<file path="src/rtl/axis_noc_packetizer.sv">
// AXI-Stream to NoC packetizer: buffers up to MAX_PACKAGES beats per segment, then
// emits a header flit (dest, exact length, frame-end) followed by the buffered payload.
module axis_noc_packetizer #(
    parameter int DATA_WIDTH    = 32,
    parameter int MAX_ROUTERS_X = 4,
    parameter int MAX_ROUTERS_Y = 4,
    parameter int MAX_PACKAGES  = 4,
    localparam int X_W   = $clog2(MAX_ROUTERS_X),
    localparam int Y_W   = $clog2(MAX_ROUTERS_Y),
    localparam int LEN_W = (MAX_PACKAGES > 1) ? $clog2(MAX_PACKAGES) : 1
) (
    input  logic                  clk_i,
    input  logic                  rst_i,
    input  logic [DATA_WIDTH-1:0] s_tdata_i,
    input  logic                  s_tvalid_i,
    input  logic                  s_tlast_i,
    output logic                  s_tready_o,
    input  logic [X_W-1:0]        dest_x_i,
    input  logic [Y_W-1:0]        dest_y_i,
    output logic [DATA_WIDTH-1:0] m_tdata_o,
    output logic                  m_tvalid_o,
    output logic                  m_tlast_o,
    input  logic                  m_tready_i,
    output logic                  busy_o
);
    localparam int CNT_W = $clog2(MAX_PACKAGES + 1);
    localparam int DEPTH = 1 << LEN_W;

    if (X_W + Y_W + LEN_W + 1 > DATA_WIDTH) begin : g_bad_width
        $error("header fields do not fit in DATA_WIDTH");
    end
    if (MAX_PACKAGES < 1) begin : g_bad_pkg
        $error("MAX_PACKAGES must be at least 1");
    end

    typedef enum logic [1:0] {COLLECT, HEADER, PAYLOAD} state_t;

    state_t                state;
    logic [DATA_WIDTH-1:0] mem [DEPTH];
    logic [CNT_W-1:0]      cnt;
    logic [CNT_W-1:0]      rd_ptr;
    logic [X_W-1:0]        dx;
    logic [Y_W-1:0]        dy;
    logic                  frame_open;
    logic                  seg_end;
    logic                  accept;
    logic                  seg_close;
    logic [DATA_WIDTH-1:0] hdr;

    assign s_tready_o = (state == COLLECT) && !rst_i;
    assign accept     = s_tvalid_i && s_tready_o;
    assign seg_close  = s_tlast_i || (cnt == CNT_W'(MAX_PACKAGES - 1));
    assign busy_o     = frame_open;

    // Header is built from the beat closing the segment; the first beat of a frame
    // supplies the destination directly since dx/dy are only latched on that edge.
    always_comb begin
        hdr = '0;
        hdr[X_W-1:0]             = frame_open ? dx : dest_x_i;
        hdr[X_W +: Y_W]          = frame_open ? dy : dest_y_i;
        hdr[X_W+Y_W +: LEN_W]    = cnt[LEN_W-1:0];
        hdr[X_W+Y_W+LEN_W]       = s_tlast_i;
    end

    always_ff @(posedge clk_i) begin
        if (accept) mem[cnt[LEN_W-1:0]] <= s_tdata_i;
    end

    // rd_ptr runs one entry ahead of the flit on m_tdata_o so the next flit can be
    // registered on each handshake.
    always_ff @(posedge clk_i) begin
        if (rst_i) begin
            state      <= COLLECT;
            cnt        <= '0;
            rd_ptr     <= '0;
            frame_open <= 1'b0;
            seg_end    <= 1'b0;
            dx         <= '0;
            dy         <= '0;
            m_tvalid_o <= 1'b0;
            m_tlast_o  <= 1'b0;
            m_tdata_o  <= '0;
        end else begin
            case (state)
                COLLECT: if (accept) begin
                    cnt <= cnt + CNT_W'(1);
                    if (!frame_open) begin
                        dx         <= dest_x_i;
                        dy         <= dest_y_i;
                        frame_open <= 1'b1;
                    end
                    if (seg_close) begin
                        state      <= HEADER;
                        seg_end    <= s_tlast_i;
                        m_tvalid_o <= 1'b1;
                        m_tlast_o  <= 1'b0;
                        m_tdata_o  <= hdr;
                    end
                end
                HEADER: if (m_tready_i) begin
                    state     <= PAYLOAD;
                    m_tdata_o <= mem[0];
                    m_tlast_o <= (cnt == CNT_W'(1));
                    rd_ptr    <= CNT_W'(1);
                end
                PAYLOAD: if (m_tready_i) begin
                    if (m_tlast_o) begin
                        state      <= COLLECT;
                        cnt        <= '0;
                        rd_ptr     <= '0;
                        m_tvalid_o <= 1'b0;
                        m_tlast_o  <= 1'b0;
                        m_tdata_o  <= '0;
                        if (seg_end) frame_open <= 1'b0;
                    end else begin
                        m_tdata_o <= mem[rd_ptr[LEN_W-1:0]];
                        m_tlast_o <= (rd_ptr == cnt - CNT_W'(1));
                        rd_ptr    <= rd_ptr + CNT_W'(1);
                    end
                end
                default: state <= COLLECT;
            endcase
        end
    end
endmodule

</file>
<file path="config.mk">
export PLATFORM = sky130hd
export DESIGN_NAME = axis_noc_packetizer
export DESIGN_NICKNAME = d
export VERILOG_FILES = /design/src/rtl/axis_noc_packetizer.sv
export SDC_FILE = /design/constraint.sdc
export NUM_CORES = 1
export LEC_CHECK = 0
export BUFFER_PORTS_ARGS = -buffer_cell sky130_fd_sc_hd__buf_2
export CORE_AREA = 4 4 117 119
export CTS_CLUSTER_DIAMETER = 200
export DETAILED_ROUTE_END_ITERATION = 12
export DIE_AREA = 0 0 121 123
export GPL_TIMING_DRIVEN = 0
export PLACE_DENSITY = 0.74
export SLEW_MARGIN = 25
export SYNTH_ARGS = -nofsm -noshare
export SYNTH_HDL_FRONTEND = slang
export SYNTH_SLANG_ARGS = --single-unit
</file>
<file path="constraint.sdc">
create_clock -name clk_i -period 3 [get_ports clk_i]
set_input_delay 0.15 -clock clk_i [delete_from_list [all_inputs] [get_ports clk_i]]
set_output_delay 0.15 -clock clk_i [all_outputs]
set_load 0.1 [all_outputs]
</file>
# [After elaboration in Yosys (flattened, before gate mapping)]
# Memories as Yosys holds them, arrays and structs flattened. A register that Yosys moved wholly into a read port is not among the register bits.
# Index checks and enable logic that the tools add are counted.
[word_totals] ff_bits=48 ram_bits=128 inputBits=41 out_inout_bits=36 word_cells=83 memories=1
[mem_list] memory="mem" depth=4 width=32 read_ports=2 rd_ports_with_merged_regs=1 write_ports=1 line="39" source="logic [DATA_WIDTH-1:0] mem [DEPTH];"
[op_classes] n_addsub=3 eq_ne=11 mux=42 reduce_logical=16
[op_table] op="two-way mux 32 bit" count=5
[op_table] op="case mux 32 bit (3 select lines)" count=1
[op_table] op="AND reduction 5 bit" count=4
[op_table] op="two-way mux 2 bit" count=9
[op_table] op="two-way mux 3 bit" count=6
[op_table] op="two-way mux 1 bit" count=15
[op_table] op="!= test 2 bit (second input constant)" count=6
[op_table] op="case mux 3 bit (2 select lines)" count=2
[op_table] op="adder 3 x 1 -> 3 bit (second input constant)" count=2
[op_table] op="case mux 2 bit (3 select lines)" count=1
[op_table] op="AND reduction 3 bit" count=2
[op_table] op="case mux 1 bit (2 select lines)" count=2
[op_table] op="AND reduction 4 bit" count=1
[op_table] op="nonzero test 2 bit" count=2
[op_table] op="== test 3 x 1 -> 1 bit (second input constant)" count=1
[op_table] op="== test 3 x 2 -> 1 bit (second input constant)" count=1
[op_table] op="== test 3 bit" count=1
[op_table] op="case mux 1 bit (3 select lines)" count=1
[op_table] op="nonzero test 3 bit" count=1
[op_table] op="subtractor 3 x 1 -> 3 bit (second input constant)" count=1
[op_table] op="== test 2 x 1 -> 1 bit (second input constant)" count=1
[op_table] op="== test 2 bit (second input constant)" count=1
[op_table] op="logical AND 1 bit" count=2
[op_table] op="logical NOT 2 bit" count=1
[op_table] op="other kinds (3)" count=3

# [Depth between registers and ports, before layout]
# Gate-level depths: netlist of the first run.
[logic_depth] word_depth=6 mapped_depth=8 ltp_nobuf=6

# [Worst setup path before layout of the first run]
# OpenSTA, ideal clock, no wires.
[synth_path] path_type="reg-to-reg" startpoint="register state[0]" endpoint="memory mem[0][0], enable pin" setup_ns=0.392 arrival_ns=1.839 required_ns=2.608 setup_slack_ns=0.769 stages_incl_launch_ff=6 path_buffers=1 synth_period_minus_slack_ns=2.231 cell_sequence="dfxtp_1 -> inv_1 -> ha_1 -> and3b_1 -> clkbuf_1 -> and2_1"
[synth_between] elab_chain_len=5
[synth_lines] item="start: declaration" line="38" source="state_t state;"
[synth_lines] item="start signal: assignment" line="73" source="state <= COLLECT;"
[synth_lines] item="start signal: assignment" line="93" source="state <= HEADER;"
[synth_lines] item="start signal: assignment" line="101" source="state <= PAYLOAD;"
[synth_lines] item="logical NOT 2 bit" line="50" source="assign s_tready_o = (state == COLLECT) && !rst_i;"
[synth_lines] item="logical AND 1 bit" line="50"
[synth_lines] item="logical AND 1 bit" line="51" source="assign accept = s_tvalid_i && s_tready_o;"
[synth_lines] item="two-way mux 1 bit" line="66" source="if (accept) mem[cnt[LEN_W-1:0]] <= s_tdata_i;"
[synth_lines] item="two-way mux 1 bit (not written as such)" line="66"
[synth_lines] item="end: declaration" line="39"
# No other way between the ends.

# [Worst setup path in the final report of the first run]
[layout_path] startpoint="register state[1]" endpoint="register m_tdata_o[9]"
[layout_between] elab_chain_len=5 elab_cells_between_ends=12 classes_between="6 x eq/ne; 1 x mux; 5 x reduce/logical"
[layout_lines] item="logical NOT 2 bit" line="50, 84"
[layout_lines] item="logical AND 1 bit" line="50"
[layout_lines] item="logical AND 1 bit" line="51"
[layout_lines] item="!= test 2 bit (no line)"
[layout_lines] item="AND reduction 5 bit (no line)"
[layout_lines] item="end signal: assignment" line="97" source="m_tdata_o <= hdr;"
[layout_lines] item="end signal: assignment" line="102" source="m_tdata_o <= mem[0];"
[layout_lines] item="end signal: assignment" line="116" source="m_tdata_o <= mem[rd_ptr[LEN_W-1:0]];"
[layout_lines] item="end: declaration" line="20" source="output logic [DATA_WIDTH-1:0] m_tdata_o,"
# Parallel ways exist; a longest one is shown, timed or not.
# A chain may end at the register's enable or synchronous reset.

==> metrics.cfg, run 1 <==
[outcome]
outcome = complete, no violations

[grt]
grt_pass1_wl_um = 23000
antenna_found_initial = 0
grt_start_max_net_pins = 24
grt_usage = 0.206
grt_overflow = 0
first_global_vias = 4281

[power_and_ir_drop]
vdd_ir_drop_max_uv = 392
power.density_nw_per_um2 = 838
power_mw = 7.04
leakage_nw = 2.95

[floorplanning]
ios = 77
initial_core_util = 0.542
die_area_um2 = 14900
die_width_um = 121
rows = 41
core-area_um2 = 12600
die_h_um = 123

[cts]
cts_buffers = 17
h-tree-depth = 4
tritoncts = yes
cts_sinks = 178
path_clk_slew_ns = 0.06
worstSkewPairLatency_ns = 0.42
ctsResizeCount = 0
cts_buffer_depth = 2
post-cts-setup-buffers = 0
clk_root_buffer_cell = clkbuf_16

[placed_design]
dpl.cell_count = 676
place_area_um2 = 7510
post-place-ws_ns = 0.279
dp_hpwl_um = 9120
globalplace.congestion = 0.844
io_buffers = 76

[route]
wl_per_cell_um = 19.9
ant_nets = 0
vias_per_cell = 5.78
drt-total-wl_um = 14800
drt_iter0_drc = 468
drc = 0
vias = 4286
drt_pre_antenna_iters = 6

[final_layout]
utilization = 0.669
fillCellCount = 885
final-seq-area_um2 = 4840
area_delta_synth_final_pct = 23.4
finalNonFillerCells = 741
drive_gt1_frac = 0.276
diodes = 0
multi_input_area_um2 = 1790
fin_nets = 608
final_area_um2 = 8400

[yosys]
yosys-top-cells-area = edfxtp_1 56%, dfxtp_1 15%, mux2_2 4.1%
ys_ff_latch = 178
netlist_area_um2 = 6810
synth_top_area_cell = edfxtp_1
syn_nets = 476
synthFlopType = edfxtp_1
netlist_instances = 424
yosys_warnings = 0
ys_async_sr_fraction = 0
synth-seq-area-share = 0.711
synth_edf_count = 128
ys_types = 41
synth.top_cell.area_share = 0.564
synth_commonest_cells = 128 x edfxtp_1, 50 x dfxtp_1, 26 x o2bb2ai_1
syn_avg_cell_area_um2 = 16.1
yosysMostFrequentCell = edfxtp_1

[sta]
worstMarginPinSlew_ns = 0.875
rsz0062_at_grt = no
slew_headroom = 0.414
setup_viol = 0
finalClockSkew_ns = 0.00953
min_period_ns = 2.77
finalHoldViolCount = 0
fmax_mhz = 361
fin_crit_sh = 0.923
hold_ws_ns = 0.0408
layout_setup_ws_ns = 0.232
slew_violations = 0
tns_ns = 0

[critical_path]
crit_type = reg2reg
crit_path_end_kind = flop
setup.worst_path.start_class = flop
slowest_stage = nand4_1
crit_fanout = 10
crit_buf_inv = 4
arrival_ns = 3.11
cp_top_family = buffers and inverters
crit_cells = 7
crit_path_frequent_cell = clkbuf_1
rr_worst_depth = 7
required_ns = 3.34
cp_slowest_stage_delay_ns = 0.49
worstPathCellList = inv_1, ha_1, clkbuf_1, clkbuf_1, nand4_1, clkbuf_1, o2bb2ai_1

[flow_run]
cap_violations = 0

[worst_hold_path]
hp-class = in2reg
whs_path_depth = 3

-- cell usage in the layout (no fill, tap or decap), drive strengths merged, types with 4 or more instances in the layout --
master         n
mux2          25
a222oi        25
and2           5
dlygate4sd3   33
dfxtp         50
edfxtp       128
nor2           8
clkinv        11
ha            11
nor3           4
o221ai         7
nand2b         8
inv           11
mux2i         18
a21boi         7
o21ai         10
o2bb2ai       26
nand3b         6
clkbuf        33
buf           92
a32o           7
a21oi         10
-- per-layer routing --
layer | global-route usage | part of all wire
met1 | 0.264 | 0.42
met2 | 0.342 | 0.51
met3 | 0.0508 | 0.063
met4 | 0.0772 | 0.015
met5 | 0 | 0
-- path summary, 6_finish.rpt --
kind                   endpoint          start  slack [ns]
setup reg to reg   m_tdata_o[9]       state[1]        0.23
hold reg to reg   m_tdata_o[21]  m_tdata_o[21]        0.46
hold / removal            dy[0]    dest_y_i[0]        0.04
setup / recovery   m_tdata_o[9]       state[1]        0.23
-- logic make-up after synthesis --
logic type / synth area share
fa+ha+maj: 0.0202
mux: 0.0678
buf+inv: 0.0266
compound gates: 0.125
flops: 0.711
xor+xnor: 0.00386
simple gates: 0.0452
-- sequential cells by signal (all words and copies together), names as in the netlist, named ones only --
| name | cells |
|---|---|
| cnt | 3 |
| state | 2 |
| m_tdata_o | 32 |
| dx | 2 |
| dy | 2 |
| busy_o | 1 |
| seg_end | 1 |
| mem | 128 |
| rd_ptr | 3 |
| m_tlast_o | 1 |
| m_tvalid_o | 1 |
-- repair_timing --
item | in CTS | in global routing
endpoints found under the setup margin | 0 | 0
endpoints found under the hold margin | 129 | 0
hold buffers | 33 | 0
-- area by class of cell --
class	instances	area share
tap	172	0.0256
timing repair buffer	113	0.0959
clock buffer	17	0.0506
sequential	178	0.576
multi-input combinational	209	0.213
inverter	9	0.00402
clock inverter	15	0.0168
buffer	28	0.0176
-- where the power goes --
| part | switching (mW) | total [mW] | internal [mW] |
|---|---|---|---|
| registers | 0.0941 | 2.94 | 2.85 |
| logic | 1.39 | 2.00 | 0.615 |
| clock network | 0.883 | 2.10 | 1.22 |
-- worst reg2reg max path, stage by stage (launching register included) --
cell and delay [ns]:
dfxtp_1 0.41, inv_1 0.11, ha_1 0.28, clkbuf_1 0.33, clkbuf_1 0.42, nand4_1 0.49
clkbuf_1 0.41, o2bb2ai_1 0.25
No activity file was read; power rests on OpenSTA's default activity.
==> run 2: changes to the inputs <==
--- a/config.mk
+++ b/config.mk
@@ -11,7 +11,7 @@
 export DETAILED_ROUTE_END_ITERATION = 12
 export DIE_AREA = 0 0 121 123
 export GPL_TIMING_DRIVEN = 0
-export PLACE_DENSITY = 0.74
+export PLACE_DENSITY_LB_ADDON = 0.3
 export SLEW_MARGIN = 25
 export SYNTH_ARGS = -nofsm -noshare
 export SYNTH_HDL_FRONTEND = slang
==> run 2 against run 1 <==
Register-to-register slack about the same; die area unchanged; largest power group unchanged; utilization fell by 0.32 points; sequential power hardly changed; via count is 0.70% lower; worst setup slack improved by 0.013 ns; routed wire length shrank 0.68%; critical path depth stayed put; maximum frequency is 0.47% higher; critical endpoint is now m_tdata_o[10]; total power is 1.7% lower; global-route usage grew 0.15 points; highest routed layer unchanged; worst hold slack better by 0.0085 ns; largest cell class unchanged.
==> metrics.cfg, run 2 (synthesized netlist as in run 1, its figures left out) <==
[final_layout]
drive_gt1_frac = 0.271  ; was 0.276
final_common_cell = edfxtp_1  ; unchanged
final-seq-area_um2 = 4840  ; unchanged
fillCellCount = 846  ; was 885
finalNonFillerCells = 740  ; was 741
mostFrequentLayoutCells = 128 x edfxtp_1, 83 x buf_2, 50 x dfxtp_1  ; unchanged
utilization = 0.666  ; was 0.669
multi_input_area_um2 = 1790  ; unchanged
largest_reg_flops = 128  ; unchanged
diodes = 0  ; unchanged
final_area_um2 = 8360  ; was 8400 µm²
area_delta_synth_final_pct = 22.8  ; was 23.4%
fin_nets = 608  ; unchanged

[route]
drc = 0  ; unchanged
wl_met2_um = 7340  ; was 7480 µm
dr_wl_met3_um = 914  ; was 937 µm
vias_per_cell = 5.75  ; was 5.78
drt_iter0_drc = 359  ; was 468
met1_length_um = 6140  ; about the same
drt-total-wl_um = 14700  ; was 14800 µm
drt_pre_antenna_iters = 6  ; unchanged
topRoutingLayerUsed = met4  ; unchanged
vias = 4256  ; was 4286
wl_per_cell_um = 19.8  ; was 19.9 µm
ant_nets = 0  ; unchanged

[floorplanning]
rows = 41  ; unchanged
ios = 77  ; unchanged
die_width_um = 121  ; unchanged
initial_core_util = 0.542  ; unchanged
die_h_um = 123  ; unchanged
die_area_um2 = 14900  ; unchanged
core-area_um2 = 12600  ; unchanged

[sta]
setup_viol = 0  ; unchanged
fin_crit_sh = 0.918  ; was 0.923
finalHoldViolCount = 0  ; unchanged
rsz0062_at_grt = no  ; unchanged
worstMarginPinSlew_ns = 0.697  ; was 0.875 ns
finalClockSkew_ns = 0.00612  ; was 0.00953 ns
fmax_mhz = 363  ; was 361 MHz
slew_headroom = 0.533  ; was 0.414
min_period_ns = 2.75  ; was 2.77 ns
slew_violations = 0  ; unchanged

[worst_hold_path]
whs_path_depth = 3  ; unchanged
hp-start = dest_y_i[1]  ; was dest_y_i[0]
hp-class = in2reg  ; unchanged
worstHoldEndpoint = dy[1]  ; was dy[0]

[cts]
clk_root_buffer_cell = clkbuf_16  ; unchanged
cts_sinks = 178  ; unchanged
h-tree-depth = 4  ; unchanged
cts_buffer_depth = 2  ; unchanged
ctsResizeCount = 0  ; unchanged
path_clk_slew_ns = 0.06  ; about the same
cts_buffers = 17  ; unchanged
tritoncts = yes  ; unchanged
worstSkewPairLatency_ns = 0.43  ; was 0.42 ns

[critical_path]
setup.worst_path.start_class = flop  ; unchanged
worstReg2RegStart = state[0]  ; was state[1]
rr_endpoint = m_tdata_o[10]  ; was m_tdata_o[9]
crit_fanout = 10  ; unchanged
arrival_ns = 3.11  ; about the same
r2r_slack_ns = 0.25  ; was 0.23 ns
required_ns = 3.35  ; was 3.34 ns
rr_worst_depth = 7  ; unchanged
crit_path_end_kind = flop  ; unchanged
crit_type = reg2reg  ; unchanged

[placed_design]
io_buffers = 76  ; unchanged
dp_hpwl_um = 9330  ; was 9120 µm
globalplace.congestion = 0.789  ; was 0.844
dpl.cell_count = 676  ; unchanged
place_area_um2 = 7510  ; unchanged

[grt]
grt_usage = 0.208  ; was 0.206
grt_start_max_net_pins = 23  ; was 24
first_global_vias = 4479  ; was 4281
grt_pass1_wl_um = 23300  ; was 23000 µm
antenna_found_initial = 0  ; unchanged
grt_overflow = 0  ; unchanged

[power_and_ir_drop]
power_mw = 6.92  ; was 7.04 mW
vdd_ir_drop_max_uv = 516  ; was 392 µV
leakage_nw = 2.92  ; was 2.95 nW
power.density_nw_per_um2 = 827  ; was 838 nW/µm²

[flow_run]
cap_violations = 0  ; unchanged

[outcome]
outcome = complete, no violations  ; unchanged

==> run 2: worst max path at each step <==
stage / from / endpoint / slack [ns] / cells after the start
3_5_place_dp: state[0] / m_tdata_o[7] / 0.28 / 7
6_report: state[0] / m_tdata_o[10] / 0.25 / 7
2_1_floorplan: state[0] / mem[0][0] / 0.77 / 5
4_1_cts: state[0] / m_tdata_o[10] / 0.25 / 7
3_3_place_gp: state[0] / mem[3][21] / -0.01 / 5
5_1_grt: state[0] / m_tdata_o[9] / 0.05 / 7
==> run 2: metal layers <==
layer	vias to the layer above	global-route usage
li1	1973	-
met1	2100	0.269
met2	157	0.341
met3	26	0.0517
met4	0	0.0779
met5	-	0
==> run 2: worst max-delay path, cell delays in order, from the launching register on <==
cell	delay (ns)
dfxtp_1	0.38
inv_1	0.11
ha_1	0.30
clkbuf_1	0.37
clkbuf_1	0.40
nand4_1	0.46
clkbuf_1	0.41
o2bb2ai_1	0.24
==> run 2: what timing repair did <==
| item | CTS | global route |
|---|---|---|
| buffers inserted | 0 | 0 |
| setup endpoints to repair | 0 | 0 |
| hold endpoints to repair | 129 | 0 |
| hold buffers | 33 | 0 |
==> run 2: stage by stage <==
stage                     hold slack [ns]  setup WS, ns  TNS [ns]
final                              0.0493         0.245         0
after floorplan                     0.249         0.769         0
after detailed placement            0.368         0.282         0
after global placement              0.360       -0.0118    -0.321
after CTS                          0.0362         0.249         0
after global routing               0.0602        0.0507         0
==> run 2: area by class of cell <==
| class | count | area share |
|---|---|---|
| Buffer | 28 | 0.0177 |
| Clock inverter | 12 | 0.0112 |
| Sequential cell | 178 | 0.579 |
| Clock buffer | 19 | 0.0518 |
| Multi-Input combinational cell | 209 | 0.214 |
| Timing Repair Buffer | 113 | 0.0963 |
| Tap cell | 172 | 0.0257 |
| Inverter | 9 | 0.00404 |
==> run 2: where the power goes <==
group          internal, mW  switching, mW  total [mW]  leakage [nW]
Combinational         0.610           1.37        1.98          1.11
Sequential             2.85         0.0966        2.94          1.57
Clock                  1.12          0.871        1.99         0.246
==> run 3: changes to the inputs <==
--- a/config.mk
+++ b/config.mk
@@ -6,10 +6,10 @@
 export NUM_CORES = 1
 export LEC_CHECK = 0
 export BUFFER_PORTS_ARGS = -buffer_cell sky130_fd_sc_hd__buf_2
-export CORE_AREA = 4 4 117 119
+export CORE_AREA = 4 4 114 116
 export CTS_CLUSTER_DIAMETER = 200
 export DETAILED_ROUTE_END_ITERATION = 12
-export DIE_AREA = 0 0 121 123
+export DIE_AREA = 0 0 118 120
 export GPL_TIMING_DRIVEN = 0
 export PLACE_DENSITY_LB_ADDON = 0.3
 export SLEW_MARGIN = 25
==> run 3 against run 2 <==
Via count down 1.1%; clock-buffer cell count down 1; sequential share of layout area about the same; routed wire length down 1.7%; clock power up 9.5%; sequential power about the same; flip-flop and latch count unchanged; critical path depth unchanged; register-to-register slack better by 0.06 ns; largest power group unchanged.
==> metrics.cfg, run 3 (synthesized netlist as in run 1, its figures left out) <==
[floorplanning]
initial_core_util = 0.572  ; was 0.542
die_width_um = 118  ; was 121 µm
ios = 77  ; unchanged
core-area_um2 = 11900  ; was 12600 µm²
die_h_um = 120  ; was 123 µm
die_area_um2 = 14200  ; was 14900 µm²
rows = 40  ; was 41

[cts]
clk_root_buffer_cell = clkbuf_16  ; unchanged
cts_buffers = 17  ; unchanged
tritoncts = yes  ; unchanged
ctsResizeCount = 0  ; unchanged
h-tree-depth = 4  ; unchanged
worstSkewPairLatency_ns = 0.43  ; about the same
path_clk_slew_ns = 0.07  ; was 0.06 ns
cts_buffer_depth = 2  ; unchanged
cts_sinks = 178  ; unchanged

[route]
drc = 0  ; unchanged
drt_iter0_drc = 437  ; was 359
ant_nets = 0  ; unchanged
vias_per_cell = 5.89  ; was 5.75
wl_per_cell_um = 20.2  ; was 19.8 µm
drt_pre_antenna_iters = 7  ; was 6
drt-total-wl_um = 14400  ; was 14700 µm
vias = 4209  ; was 4256

[sta]
min_period_ns = 2.70  ; was 2.75 ns
setup_viol = 0  ; unchanged
fin_crit_sh = 0.899  ; was 0.918
slew_headroom = 0.499  ; was 0.533
finalHoldViolCount = 0  ; unchanged
tns_ns = 0  ; unchanged
fmax_mhz = 371  ; was 363 MHz
worstMarginPinSlew_ns = 0.748  ; was 0.697 ns
slew_violations = 0  ; unchanged
rsz0062_at_grt = no  ; unchanged
finalClockSkew_ns = 0.00630  ; was 0.00612 ns

[critical_path]
crit_fanout = 10  ; unchanged
setup.worst_path.start_class = flop  ; unchanged
cp_top_family = buffers and inverters  ; unchanged
crit_type = reg2reg  ; unchanged
required_ns = 3.35  ; about the same
crit_buf_inv = 4  ; unchanged
arrival_ns = 3.05  ; was 3.11 ns
crit_path_frequent_cell = clkbuf_1  ; unchanged
worstPathCellList = inv_1, ha_1, clkbuf_1, clkbuf_1, nand4_1, clkbuf_1, o2bb2ai_1  ; unchanged
crit_path_end_kind = flop  ; unchanged
cp_slowest_stage_delay_ns = 0.47  ; was 0.46 ns
slowest_stage = nand4_1  ; unchanged

[final_layout]
fin_nets = 607  ; was 608
mostFrequentLayoutCells = 128 x edfxtp_1, 83 x buf_2, 50 x dfxtp_1  ; unchanged
fillCellCount = 793  ; was 846
largest_reg_flops = 128  ; unchanged
utilization = 0.703  ; was 0.666
diodes = 0  ; unchanged
area_delta_synth_final_pct = 22.9  ; was 22.8%
final_common_cell = edfxtp_1  ; unchanged
drive_gt1_frac = 0.282  ; was 0.271

[grt]
grt_start_max_net_pins = 26  ; was 23
grt_use_met2 = 0.342  ; was 0.341
grt_pass1_wl_um = 22700  ; was 23300 µm
grt_util_met1 = 0.276  ; was 0.269
grt_util_met3 = 0.0584  ; was 0.0517
grt_overflow = 0  ; unchanged
grt.busiest_layer = met2  ; unchanged
grt_usage = 0.212  ; was 0.208
first_global_vias = 4209  ; was 4479
antenna_found_initial = 0  ; unchanged

[power_and_ir_drop]
power.density_nw_per_um2 = 845  ; was 827 nW/µm²
vdd_ir_drop_max_uv = 468  ; was 516 µV
leakage_nw = 2.93  ; was 2.92 nW

[flow_run]
cap_violations = 0  ; unchanged

[outcome]
outcome = complete, no violations  ; unchanged

[placed_design]
io_buffers = 76  ; unchanged
globalplace.congestion = 0.836  ; was 0.789
dp_hpwl_um = 9040  ; was 9330 µm

[worst_hold_path]
hp-class = in2reg  ; unchanged

-- run 3: tightest hold or removal path: cells and delay by family --
kind / cells / cell delay, ns
buf+inv: 1 / 0.12
compound gates: 1 / 0.07
simple gates: 1 / 0.07
-- run 3: repair_timing --
action | 4_1_cts | 5_1_grt
hold buffers | 32 | 0
hold endpoints to repair | 128 | 0
setup endpoints to repair | 0 | 0
buffers inserted | 0 | 0
-- run 3: cell type report --
type                    instances  area [µm²]  share of cell area
flip-flops and latches        178        4840               0.579
multi-input cells             209        1790               0.214
repair buffers                112         788              0.0942
clock buffers                  18         429              0.0513
well taps                     147         184              0.0220
clock inverters                14         153              0.0182
plain buffers                  28         148              0.0176
inverters                       9        33.8             0.00404
-- run 3: worst paths after layout --
| path | start | to | slack [ns] | cells past startpoint |
|---|---|---|---|---|
| min | s_tlast_i | seg_end | 0.01 | 3 |
| min reg2reg | m_tdata_o[25] | m_tdata_o[25] | 0.47 | 1 |
| max | state[0] | m_tdata_o[12] | 0.30 | 7 |
| max reg2reg | state[0] | m_tdata_o[12] | 0.30 | 7 |
-- run 3: stage by stage --
stage	worst slack, ns	std cells	total power, mW	hold WS [ns]	instance area (µm²)
final	0.302	715	7.08	0.0135	8370
after global routing	0.102	715	7.36	0.0191	8370
after CTS	0.319	715	7.10	0.00333	8370
after detailed placement	0.366	651	4.91	0.367	7470
after global placement	-0.0373	647	4.86	0.359	7380
after floorplan	0.769	424	4.43	0.249	6810
-- run 3: power breakdown --
group	switching [mW]	total [mW]	internal, mW
Clock	0.941	2.18	1.23
Combinational	1.35	1.96	0.612
Sequential	0.0919	2.94	2.85
-- run 3: layer usage --
| layer | up-vias | share of wire |
|---|---|---|
| met3 | 21 | 0.060 |
| li1 | 1974 | - |
| met1 | 2072 | 0.42 |
| met2 | 142 | 0.50 |
| met4 | 0 | 0.019 |
| met5 | - | 0 |
